### config.mk
export PLATFORM = sky130hd
export DESIGN_NAME = pcm_fetch
export DESIGN_NICKNAME = d
export VERILOG_FILES = /design/src/rtl/pcm_fetch.sv
export SDC_FILE = /design/constraint.sdc
export NUM_CORES = 1
export LEC_CHECK = 0
export CORE_MARGIN = 2
export CORE_UTILIZATION = 30
export CTS_BUF_LIST = sky130_fd_sc_hd__clkbuf_2
export CTS_CLUSTER_DIAMETER = 40
export DETAILED_ROUTE_END_ITERATION = 10
export PLACE_DENSITY = 0.54
export SLEW_MARGIN = 10
export SYNTH_ARGS = -nofsm -noshare
export SYNTH_HDL_FRONTEND = slang
export SYNTH_SLANG_ARGS = --single-unit
### constraint.sdc
create_clock -name clk -period 4.5 [get_ports clk]
set_clock_uncertainty 0.1 [all_clocks]
set_input_delay 1.125 -clock clk [delete_from_list [all_inputs] [get_ports clk]]
set_output_delay 1.125 -clock clk [all_outputs]
set_load 0.1 [all_outputs]
### src/rtl/pcm_fetch.sv
`timescale 1ns/1ps
// PCM playback fetcher: pulls stereo frames from SPI flash into a small FIFO
// and releases one offset-binary frame per DIV clock cycles.
module pcm_fetch #(
    parameter logic [23:0] BASE_ADDR  = 24'h000000,
    parameter logic [23:0] SIZE_BYTES = 24'd960000,
    parameter int          DEPTH      = 4,
    parameter int          DIV        = 1000
) (
    input  logic                     clk,
    input  logic                     reset,
    input  logic                     enable,
    output logic                     flash_valid,
    output logic [23:0]              flash_addr,
    input  logic                     flash_ready,
    input  logic [31:0]              flash_rdata,
    output logic                     sample_stb,
    output logic [15:0]              sample_l,
    output logic [15:0]              sample_r,
    output logic                     underrun,
    output logic [$clog2(DEPTH):0]   level
);
    localparam int PW = $clog2(DEPTH);
    localparam int LW = PW + 1;
    localparam int TW = (DIV > 1) ? $clog2(DIV) : 1;

    localparam logic [0:0]    IDLE      = 1'b0;
    localparam logic [0:0]    REQ       = 1'b1;
    localparam logic [23:0]   LAST_ADDR = BASE_ADDR + SIZE_BYTES - 24'd4;
    localparam logic [LW-1:0] FULL      = LW'(DEPTH);
    localparam logic [TW-1:0] TMAX      = TW'(DIV - 1);

    logic [0:0]    state_q, state_d;
    logic [23:0]   addr_q, addr_d;
    logic [23:0]   next_q, next_d;
    logic [TW-1:0] timer_q, timer_d;
    logic          stb_q, stb_d;
    logic [15:0]   l_q, l_d;
    logic [15:0]   r_q, r_d;
    logic          under_q, under_d;
    logic [LW-1:0] level_q, level_d;
    logic [PW-1:0] wr_q, wr_d;
    logic [PW-1:0] rd_q, rd_d;
    logic [31:0]   mem_q [DEPTH];

    logic push_s;
    logic tick_s;
    logic pop_s;

    assign push_s = (state_q == REQ) && flash_ready;
    assign tick_s = (timer_q == TMAX);
    // Popping needs a frame already present: a same-cycle push into an empty FIFO is kept, not forwarded.
    assign pop_s  = tick_s && (level_q != {LW{1'b0}});

    // Next-state logic for the fetch FSM, frame timer and FIFO bookkeeping.
    always_comb begin
        state_d = state_q;
        addr_d  = addr_q;
        next_d  = next_q;
        timer_d = timer_q;
        stb_d   = tick_s;
        l_d     = l_q;
        r_d     = r_q;
        under_d = under_q;
        level_d = level_q;
        wr_d    = wr_q;
        rd_d    = rd_q;

        case (state_q)
            IDLE: begin
                if (enable && (level_q < FULL)) begin
                    state_d = REQ;
                    addr_d  = next_q;
                end else begin
                    state_d = IDLE;
                end
            end
            REQ: begin
                if (flash_ready) begin
                    state_d = IDLE;
                    next_d  = (next_q == LAST_ADDR) ? BASE_ADDR : next_q + 24'd4;
                end else begin
                    state_d = REQ;
                end
            end
            default: begin
                state_d = IDLE;
            end
        endcase

        if (!enable) begin
            timer_d = {TW{1'b0}};
        end else if (tick_s) begin
            timer_d = {TW{1'b0}};
        end else begin
            timer_d = timer_q + TW'(1'b1);
        end

        if (pop_s) begin
            l_d  = mem_q[rd_q][31:16];
            r_d  = mem_q[rd_q][15:0];
            rd_d = rd_q + PW'(1'b1);
        end else if (tick_s) begin
            under_d = 1'b1;
        end else begin
            under_d = under_q;
        end

        if (push_s) begin
            wr_d = wr_q + PW'(1'b1);
        end else begin
            wr_d = wr_q;
        end

        case ({push_s, pop_s})
            2'b10:   level_d = level_q + LW'(1'b1);
            2'b01:   level_d = level_q - LW'(1'b1);
            default: level_d = level_q;
        endcase
    end

    // State and output registers.
    always_ff @(posedge clk or posedge reset) begin
        if (reset) begin
            state_q <= IDLE;
            addr_q  <= BASE_ADDR;
            next_q  <= BASE_ADDR;
            timer_q <= {TW{1'b0}};
            stb_q   <= 1'b0;
            l_q     <= 16'h8000;
            r_q     <= 16'h8000;
            under_q <= 1'b0;
            level_q <= {LW{1'b0}};
            wr_q    <= {PW{1'b0}};
            rd_q    <= {PW{1'b0}};
        end else begin
            state_q <= state_d;
            addr_q  <= addr_d;
            next_q  <= next_d;
            timer_q <= timer_d;
            stb_q   <= stb_d;
            l_q     <= l_d;
            r_q     <= r_d;
            under_q <= under_d;
            level_q <= level_d;
            wr_q    <= wr_d;
            rd_q    <= rd_d;
        end
    end

    // Frame storage, converted to offset-binary on the way in.
    always_ff @(posedge clk) begin
        if (push_s) begin
            mem_q[wr_q] <= {flash_rdata[31:16] ^ 16'h8000, flash_rdata[15:0] ^ 16'h8000};
        end
    end

    assign flash_valid = (state_q == REQ);
    assign flash_addr  = addr_q;
    assign sample_stb  = stb_q;
    assign sample_l    = l_q;
    assign sample_r    = r_q;
    assign underrun    = under_q;
    assign level       = level_q;
endmodule
==> out/metrics.csv, run 1 <==
stage;metric;value;unit
floorplan;die_h;175;µm
placement;dp_cells;958;
grt;grt_usage;11.9;%
hold_path;hold_class;register to register;
drt;ant_nets;0;
synthesis;syn_area_per_cell;17.7;µm²
grt;grt_first_pass_wirelength;28.4;mm
grt;grt_max_degree;53;
timing;finalCritPeriodShare;83.1;%
drt;first_pass_iters;5;
synthesis;synthArstFlopShare;42.9;%
finish;nets;677;
grt;grt_overflow_total;0;
finish;fillers;2710;
clocking;clock-sinks;224;
clocking;clk_pin_slew_worst_paths;100;ps
timing;holdWs;382;ps
setup_path;cp_slowest_stage_delay;1180;ps
setup_path;path_delay_family;buffers and inverters;
setup_path;critPathKind;register to output pin;
synthesis;yosysWarnings;0;
floorplan;io_pins;98;
run_status;status;complete, no violations;
timing;tightest_slew;1020;ps
drt;wl_per_cell;16.4;µm
grt;antenna_found_initial;2;
clocking;cts-htree-levels;2;
power;p_total;4.70;mW
setup_path;cp_data_arrival_time;2510;ps
timing;max-slew-margin-rel;31.5;%
drt;first_iter_violations;266;
drt;vias;4774;
timing;hold_viol;0;
floorplan;coreArea;0.0288;mm²
floorplan;die_area;0.0306;mm²
timing;slew_viol_final;0;
clocking;cts.path.max_buffers;3;
floorplan;die_w;175;µm
job;max_cap_viol_count;0;
grt;grt_pass1_vias;5189;
power;peakVddDrop;216;µV
synthesis;synthDistinctLibCells;44;
synthesis;synth_area;0.00877;mm²
finish;layout_commonest_cell;edfxtp_1;
finish;syn_to_final_growth;22.2;%
finish;final_cell_mix;edfxtp_1, clkdlybuf4s50_1, dfrtp_1, clkbuf_2, mux2_2;
setup_path;critical_path_buf_inv_count;1;
clocking;cts_buffers;57;
synthesis;synth_flop_cell;edfxtp_1;
setup_path;cp-start-kind;register;
setup_path;endpoint_kind;output pin;
clocking;postCtsHoldBufs;0;
setup_path;crit_chain;clkdlybuf4s50_1;
setup_path;crit_slowest_cell;clkdlybuf4s50_1;
floorplan;fp-row-count;62;
clocking;tritoncts;done;
drt;route.final.wire_length;17.5;mm
placement;hpwlAfterDp;10.6;mm
placement;gp_congestion;0.766;
clocking;cts_resized;0;
clocking;clock_latency;850;ps
drt;drc;0;
floorplan;start_util;30.5;%
timing;setup_viol;0;
power;p_leak;4.14;nW
setup_path;required;3270;ps
synthesis;seq_area_frac_synth;71.2;%
setup_path;path_max_fanout;4;
finish;final_util;37.2;%
placement;port_buffers;95;
synthesis;syn_inst;496;
timing;fin_setup_tns;0;ps
drt;vias_per_cell;4.48;
timing;fmaxAchievable;268;MHz
finish;instances_no_fill;1065;
synthesis;synth_edf_count;128;
synthesis;ys_ff_latch;224;
power;power_density;439;mW/mm²
timing;grt_setup_unrepaired;no;
finish;drive_above_1_share;28.7;%
clocking;cts_setup_buffers;0;
timing;min_period;3740;ps
clocking;cts-root-buf;clkbuf_2;
Yosys cell counts (2+ instances only):
library cell,n,area (µm²)
nand2b_1,2,12.5
and3_1,12,75.1
dfrtp_1,94,2350
clkbuf_1,6,22.5
ha_1,7,87.6
buf_2,10,50.1
nand2_1,18,67.6
xnor2_1,16,140
o21ai_0,5,25.0
nor2_1,19,71.3
nor3_1,7,35.0
mux4_2,32,721
nand4_1,8,50.1
nor3b_1,2,15.0
nor4b_1,2,17.5
nor4_1,4,25.0
xor2_1,12,105
and4_1,4,35.0
a21o_1,2,15.0
buf_4,2,15.0
nand3_1,9,45.0
a21oi_1,7,35.0
buf_6,3,33.8
mux2_2,54,608
inv_1,10,37.5
edfxtp_1,128,3840
dfstp_2,2,52.6
and2_1,3,18.8
metal layers:
| metal | part of all wire [%] | GRT usage (%) | up-vias |
|---|---|---|---|
| met3 | 6.0 | 3.48 | 31 |
| met4 | 1.9 | 4.27 | 2 |
| met5 | 0.074 | 0 | - |
| met2 | 47 | 18.7 | 151 |
| met1 | 45 | 15.6 | 2396 |
| li1 | - | - | 2194 |
flip-flops by register name (all words and copies together) (netlist names), 2 cells and up:
name and cells:
level 3, wr_q 2, rd_q 2, flash_addr 22, timer_q 10, next_q 22, sample_l 16, sample_r 16
mem_q 128
final cells by class:
cell class	instances	area [µm²]	share of cell area, %
inverter	11	43.8	0.409
clock inverter	25	174	1.62
sequential	224	6250	58.3
multi-input combinational	240	2370	22.1
clock buffer	81	405	3.78
timing repair buffer	99	993	9.27
tap	384	480	4.48
antenna	1	2.50	0.0234
worst paths after layout:
check,startpoint,end,slack (ps),cells past startpoint
worst max-delay path,level[2],level[2],760,1
min in group asynchronous,reset,rd_q[1],650,2
worst min register to register,timer_q[0],timer_q[0],380,1
worst max register to register,flash_valid,level[2],2150,8
max in group asynchronous,reset,next_q[4],2880,3
worst min-delay path,timer_q[0],timer_q[0],380,1
where the power goes:
part	switching [mW]	total [mW]	internal (mW)	leakage, nW
registers	0.105	2.48	2.37	2.44
logic	0.534	0.759	0.225	1.27
clock network	0.845	1.47	0.622	0.421
total	1.48	4.70	3.22	4.14
cell families after synthesis:
family | share of synthesized area [%]
buf+inv | 1.90
mux | 15.3
fa+ha+maj | 1.23
simple gates | 6.53
flops | 71.2
other cells | 0.0427
xor+xnor | 2.80
compound gates | 1.01
through the flow:
step	worst slack, ps	instance area [µm²]
6_report	762	10700
5_1_grt	582	10700
4_1_cts	639	10700
3_5_place_dp	859	10100
3_3_place_gp	928	10100
2_1_floorplan	773	8780
(Power assumes the default switching activity.)
==> run 2, diff against run 1 <==
--- a/config.mk
+++ b/config.mk
@@ -10,7 +10,7 @@
 export CTS_BUF_LIST = sky130_fd_sc_hd__clkbuf_2
 export CTS_CLUSTER_DIAMETER = 40
 export DETAILED_ROUTE_END_ITERATION = 10
-export PLACE_DENSITY = 0.54
+export PLACE_DENSITY = 0.56
 export SLEW_MARGIN = 10
 export SYNTH_ARGS = -nofsm -noshare
 export SYNTH_HDL_FRONTEND = slang
==> constraint.sdc (replaced) <==
create_clock -name clk -period 3.1 [get_ports clk]
set_clock_uncertainty 0.1 [all_clocks]
set_input_delay 0.775 -clock clk [delete_from_list [all_inputs] [get_ports clk]]
set_output_delay 0.775 -clock clk [all_outputs]
set_load 0.1 [all_outputs]
==> run 2 against run 1 <==
Combinational power up 50%. Non-clock buffer count up 8. Count of clock-buffer cells in the layout down 1. Setup slack worse by 260 ps. Critical path depth unchanged. Final cell count up 0.28%. Cell area down 0.92%. Largest cell class unchanged.
==> out/metrics.csv, run 2 (synthesized netlist as in run 1, its figures left out) <==
stage;metric;value;unit
drt;met1_length;7.74;mm
setup_path;cp-start-kind;register;
clocking;cts-root-buf;clkbuf_2;
finish;final_cell_mix;edfxtp_1, dfrtp_1, clkbuf_2, buf_4, mux2_2;
power;power_density;630;mW/mm²
timing;slew_viol_final;0;
floorplan;fp-row-count;62;
clocking;clock_latency;820;ps
power;p_comb_share;17.0;%
clocking;cts_setup_buffers;0;
drt;vias_per_cell;4.52;
drt;maxUsedRoutingLayer;met4;
timing;tightest_slew;925;ps
power;peakVddDrop;224;µV
floorplan;io_pins;98;
run_status;status;complete, no violations;
timing;fin_ws;504;ps
floorplan;start_util;30.5;%
hold_path;hold_class;input port to async pin;
timing;holdWs;162;ps
clocking;cts.path.max_buffers;3;
placement;dpl_cell_area;0.0101;mm²
timing;hold_viol;0;
finish;fillers;2763;
timing;fin_setup_tns;0;ps
clocking;postCtsHoldBufs;0;
clocking;clock-sinks;224;
finish;largest_register_ffs;128;
grt;grt_max_degree;46;
setup_path;crit_slowest_cell;dfrtp_1;
grt;grt_pass1_vias;5288;
setup_path;path_delay_family;flip-flops;
placement;dp_cells;966;
drt;vias;4828;
placement;dpl_worst_slack;287;ps
power;pwr-share-clk;29.3;%
timing;fmaxAchievable;385;MHz
drt;wl_per_cell;16.7;µm
clocking;tritoncts;done;
setup_path;endpoint_kind;output pin;
floorplan;die_area;0.0306;mm²
power;p_sw;2.11;mW
finish;syn_to_final_growth;21.0;%
placement;gp_congestion;0.811;
finish;nets;684;
timing;setup_viol;0;
grt;antenna_found_initial;1;
clocking;cts_buffers;56;
finish;final_area;0.0106;mm²
clocking;cts_resized;0;
clocking;cts-htree-levels;2;
finish;largest_register;mem_q;
setup_path;cp_data_arrival_time;1720;ps
timing;max-slew-margin-rel;38.3;%
drt;wl_met3;987;µm
floorplan;coreArea;0.0288;mm²
drt;first_iter_violations;219;
clocking;clk_pin_slew_worst_paths;100;ps
setup_path;r2r_start;next_q[2];
setup_path;path_max_fanout;10;
setup_path;crit_start;flash_valid;
floorplan;die_w;175;µm
setup_path;required;2220;ps
power;p_leak;4.26;nW
setup_path;critPathKind;register to output pin;
setup_path;crit_chain;buf_4;
drt;wl_met2;8.60;mm
grt;grt_first_pass_wirelength;28.7;mm
finish;instances_no_fill;1068;
placement;hpwlAfterDp;10.9;mm
finish;layout_commonest_cell;edfxtp_1;
floorplan;die_h;175;µm
placement;port_buffers;95;
power;pwr-share-seq;53.7;%
drt;route.final.wire_length;17.8;mm
timing;min_period;2600;ps
drt;drc;0;
drt;ant_nets;0;
timing;finalCritPeriodShare;83.8;%
job;max_cap_viol_count;0;
setup_path;cp_slowest_stage_delay;550;ps
power;p_int;4.57;mW
finish;drive_above_1_share;38.1;%
power;switching_share;31.6;%
grt;grt_usage;12.0;%
timing;grt_setup_unrepaired;no;
drt;first_pass_iters;4;
grt;grt_overflow_total;0;
setup_path;critical_path_buf_inv_count;1;
## run 2: cell type report
class	instances	area, µm²	area share (%)
Antenna cell	1	2.50	0.0236
Clock buffer	80	400	3.77
Clock inverter	21	119	1.12
Inverter	11	45.0	0.424
Multi-Input combinational cell	240	2370	22.3
Sequential cell	224	6250	58.9
Tap cell	384	480	4.53
Timing Repair Buffer	107	953	8.98
## run 2: power by group through the flow
stage	sequential [mW]	clock, mW	combinational (mW)
5_1_grt	3.62	2.23	1.23
4_1_cts	3.59	2.07	1.16
3_3_place_gp	3.64	0	1.12
2_1_floorplan	3.99	0	0.428
6_report	3.59	1.96	1.14
3_5_place_dp	3.66	0	1.15
## run 2: metrics by stage
stage / total power [mW] / utilization (%)
detailed placement: 4.81 / 35.1
finish: 6.69 / 36.9
floorplan: 4.42 / -
global route: 7.08 / 36.9
CTS: 6.82 / 36.9
global placement: 4.76 / 35.1
## run 2: final timing paths
path                                end  slack [ps]  cells past startpoint
setup / recovery            flash_valid         500                      1
hold / removal             sample_r[12]         160                      2
hold reg to reg              timer_q[0]         370                      1
min in group clk             timer_q[0]         370                      1
setup reg to reg              next_q[5]         740                      5
max in group asynchronous    timer_q[8]        1950                      3
## run 2: routing by layer
metal	vias to the layer above	GRT usage [%]
li1	2205	-
met1	2450	15.1
met2	130	19.5
met3	43	3.33
met4	0	4.86
met5	-	0
==> run 3, diff against run 2 <==
==> constraint.sdc (replaced) <==
create_clock -name clk -period 2.17 [get_ports clk]
set_clock_uncertainty 0.1 [all_clocks]
set_input_delay 0.5425 -clock clk [delete_from_list [all_inputs] [get_ports clk]]
set_output_delay 0.5425 -clock clk [all_outputs]
set_load 0.1 [all_outputs]
==> run 3 against run 2 <==
The flow now finishes with violations (negative setup slack). Setup slack worse by 560 ps. Non-clock buffer count is 36 higher. Final cell count is 3.7% higher. Register-to-register slack worse by 800 ps. Core utilization is 3.7 points higher. Cell area is 10% higher. Hold slack worse by 77 ps. First-iteration DRC count is 18% higher. Routed wire length is 3.0% higher. Clock power is 41% higher. Sequential share of layout area is 5.3 points lower. Power is 49% higher. Critical path type is now register to register. Largest cell class unchanged. Highest routed layer unchanged.
==> out/metrics.csv, run 3 (synthesized netlist as in run 1, its figures left out) <==
stage;metric;value;unit
power;power_density;855;mW/mm²
setup_path;r2r.worst_path.cells;9;
finish;instances_no_fill;1108;
job;max_cap_viol_count;0;
setup_path;endpoint_kind;register;
clocking;cts_buffers;57;
drt;wl_per_cell;16.6;µm
drt;first_iter_violations;258;
power;peakVddDrop;492;µV
clocking;cts-root-buf;clkbuf_2;
run_status;violations;negative setup slack;
setup_path;required;2810;ps
setup_path;path_delay_family;adder cells;
clocking;tritoncts;done;
drt;ant_nets;0;
timing;fin_ws;-57.3;ps
floorplan;die_h;175;µm
timing;min_period;2230;ps
grt;grt_usage;12.4;%
placement;port_buffers;95;
finish;largest_register_ffs;128;
clocking;clock-sinks;224;
timing;hold_viol;0;
timing;fmaxAchievable;449;MHz
timing;finalCritPeriodShare;103;%
timing;setup_viol;2;
setup_path;cp_data_arrival_time;2870;ps
clocking;clk_pin_slew_worst_paths;100;ps
timing;slew_viol_final;0;
timing;grt_setup_unrepaired;yes;
setup_path;cp-start-kind;register;
setup_path;critPathKind;register to register;
placement;hpwlAfterDp;11.4;mm
floorplan;io_pins;98;
clocking;cts-htree-levels;2;
floorplan;die_area;0.0306;mm²
setup_path;path_max_fanout;3;
setup_path;critical_path_buf_inv_count;1;
setup_path;crit_chain;ha_2 > nand4b_1 > nor4_4 > ha_4 > inv_2 > fa_2 > xor2_1 > nor2_1 > xor2_1;
floorplan;fp-row-count;62;
placement;gp_congestion;0.811;
setup_path;crit_top_cell;xor2_1;
floorplan;start_util;30.5;%
finish;syn_to_final_growth;33.1;%
floorplan;die_w;175;µm
setup_path;timing.rr.end;level[2];
floorplan;coreArea;0.0288;mm²
finish;final_util;40.6;%
clocking;postCtsHoldBufs;0;
clocking;clock_latency;830;ps
drt;drc;0;
grt;grt_pass1_vias;5565;
setup_path;crit_start;timer_q[1];
setup_path;cp_slowest_stage_delay;370;ps
placement;dp_cells;988;
run_status;status;finished, violations left;
hold_path;hold_class;input port to async pin;
drt;vias_per_cell;4.53;
drt;vias;5015;
finish;drive_above_1_share;42.2;%
finish;nets;721;
setup_path;crit_slowest_cell;dfrtp_1;
grt;grt_max_degree;79;
finish;layout_commonest_cell;edfxtp_1;
setup_path;r2r_start;timer_q[1];
power;p_leak;4.63;nW
finish;final_cell_mix;edfxtp_1, dfrtp_1, clkbuf_2, buf_12, mux2_2;
grt;grt_overflow_total;0;
timing;fin_setup_tns;-97.3;ps
finish;largest_register;mem_q;
grt;grt_first_pass_wirelength;29.8;mm
timing;holdWs;85.0;ps
setup_path;timing.reg2reg.setup_slack;-60;ps
drt;first_pass_iters;4;
clocking;cts.path.max_buffers;3;
drt;route.final.wire_length;18.4;mm
grt;antenna_found_initial;1;
-- run 3: worst reg2reg max path, cell delays in order, from the launching register on --
cell and delay, ps:
dfrtp_1 370, ha_2 210, nand4b_1 160, nor4_4 330
ha_4 210, inv_2 40, fa_2 320, xor2_1 140
nor2_1 130, xor2_1 160
-- run 3: worst max path at each step --
| stage | to | cells after the start |
|---|---|---|
| finish | level[2] | 9 |
| global route | sample_l[15] | 1 |
| CTS | sample_l[15] | 1 |
| detailed placement | level[2] | 9 |
| global placement | level[2] | 9 |
| floorplan | level[2] | 10 |
-- run 3: through the flow --
step                      cell area, µm²  power, mW  setup WS [ps]
final                              11700       9.98          -57.3
after global routing               11700       10.5           -180
after CTS                          11500       10.2           -159
after detailed placement           10700       7.23           -266
after global placement             10700       7.16           -200
after floorplan                     8820       6.35           -315
-- run 3: layer usage --
layer | vias up | routed length [µm] | GRT usage, %
met2 | 140 | 9080 | 20.6
met5 | - | 0 | 0
met4 | 0 | 462 | 4.62
met3 | 45 | 1080 | 3.89
li1 | 2290 | - | -
met1 | 2540 | 7730 | 15.1
-- run 3: report_power, final --
group	switching [mW]	total, mW	internal (mW)
clock network	1.70	2.77	1.08
registers	0.207	5.12	4.92
logic	1.23	2.08	0.843
total	3.14	9.98	6.84
-- run 3: layout make-up --
cell class | instances | area [µm²]
Multi-Input combinational cell | 240 | 2390
Inverter | 11 | 45.0
Timing Repair Buffer | 143 | 1970
Clock inverter | 32 | 159
Tap cell | 384 | 480
Fill cell | 2633 | 17100
Clock buffer | 73 | 365
Antenna cell | 1 | 2.50
Sequential cell | 224 | 6260
-- run 3: timing repair --
action | CTS | global route
endpoints found under the setup margin | 76 | 79
pin swaps | 4 | 1
gates cloned | 0 | 0
setup buffers | 11 | 4
resized for setup | 57 | 36
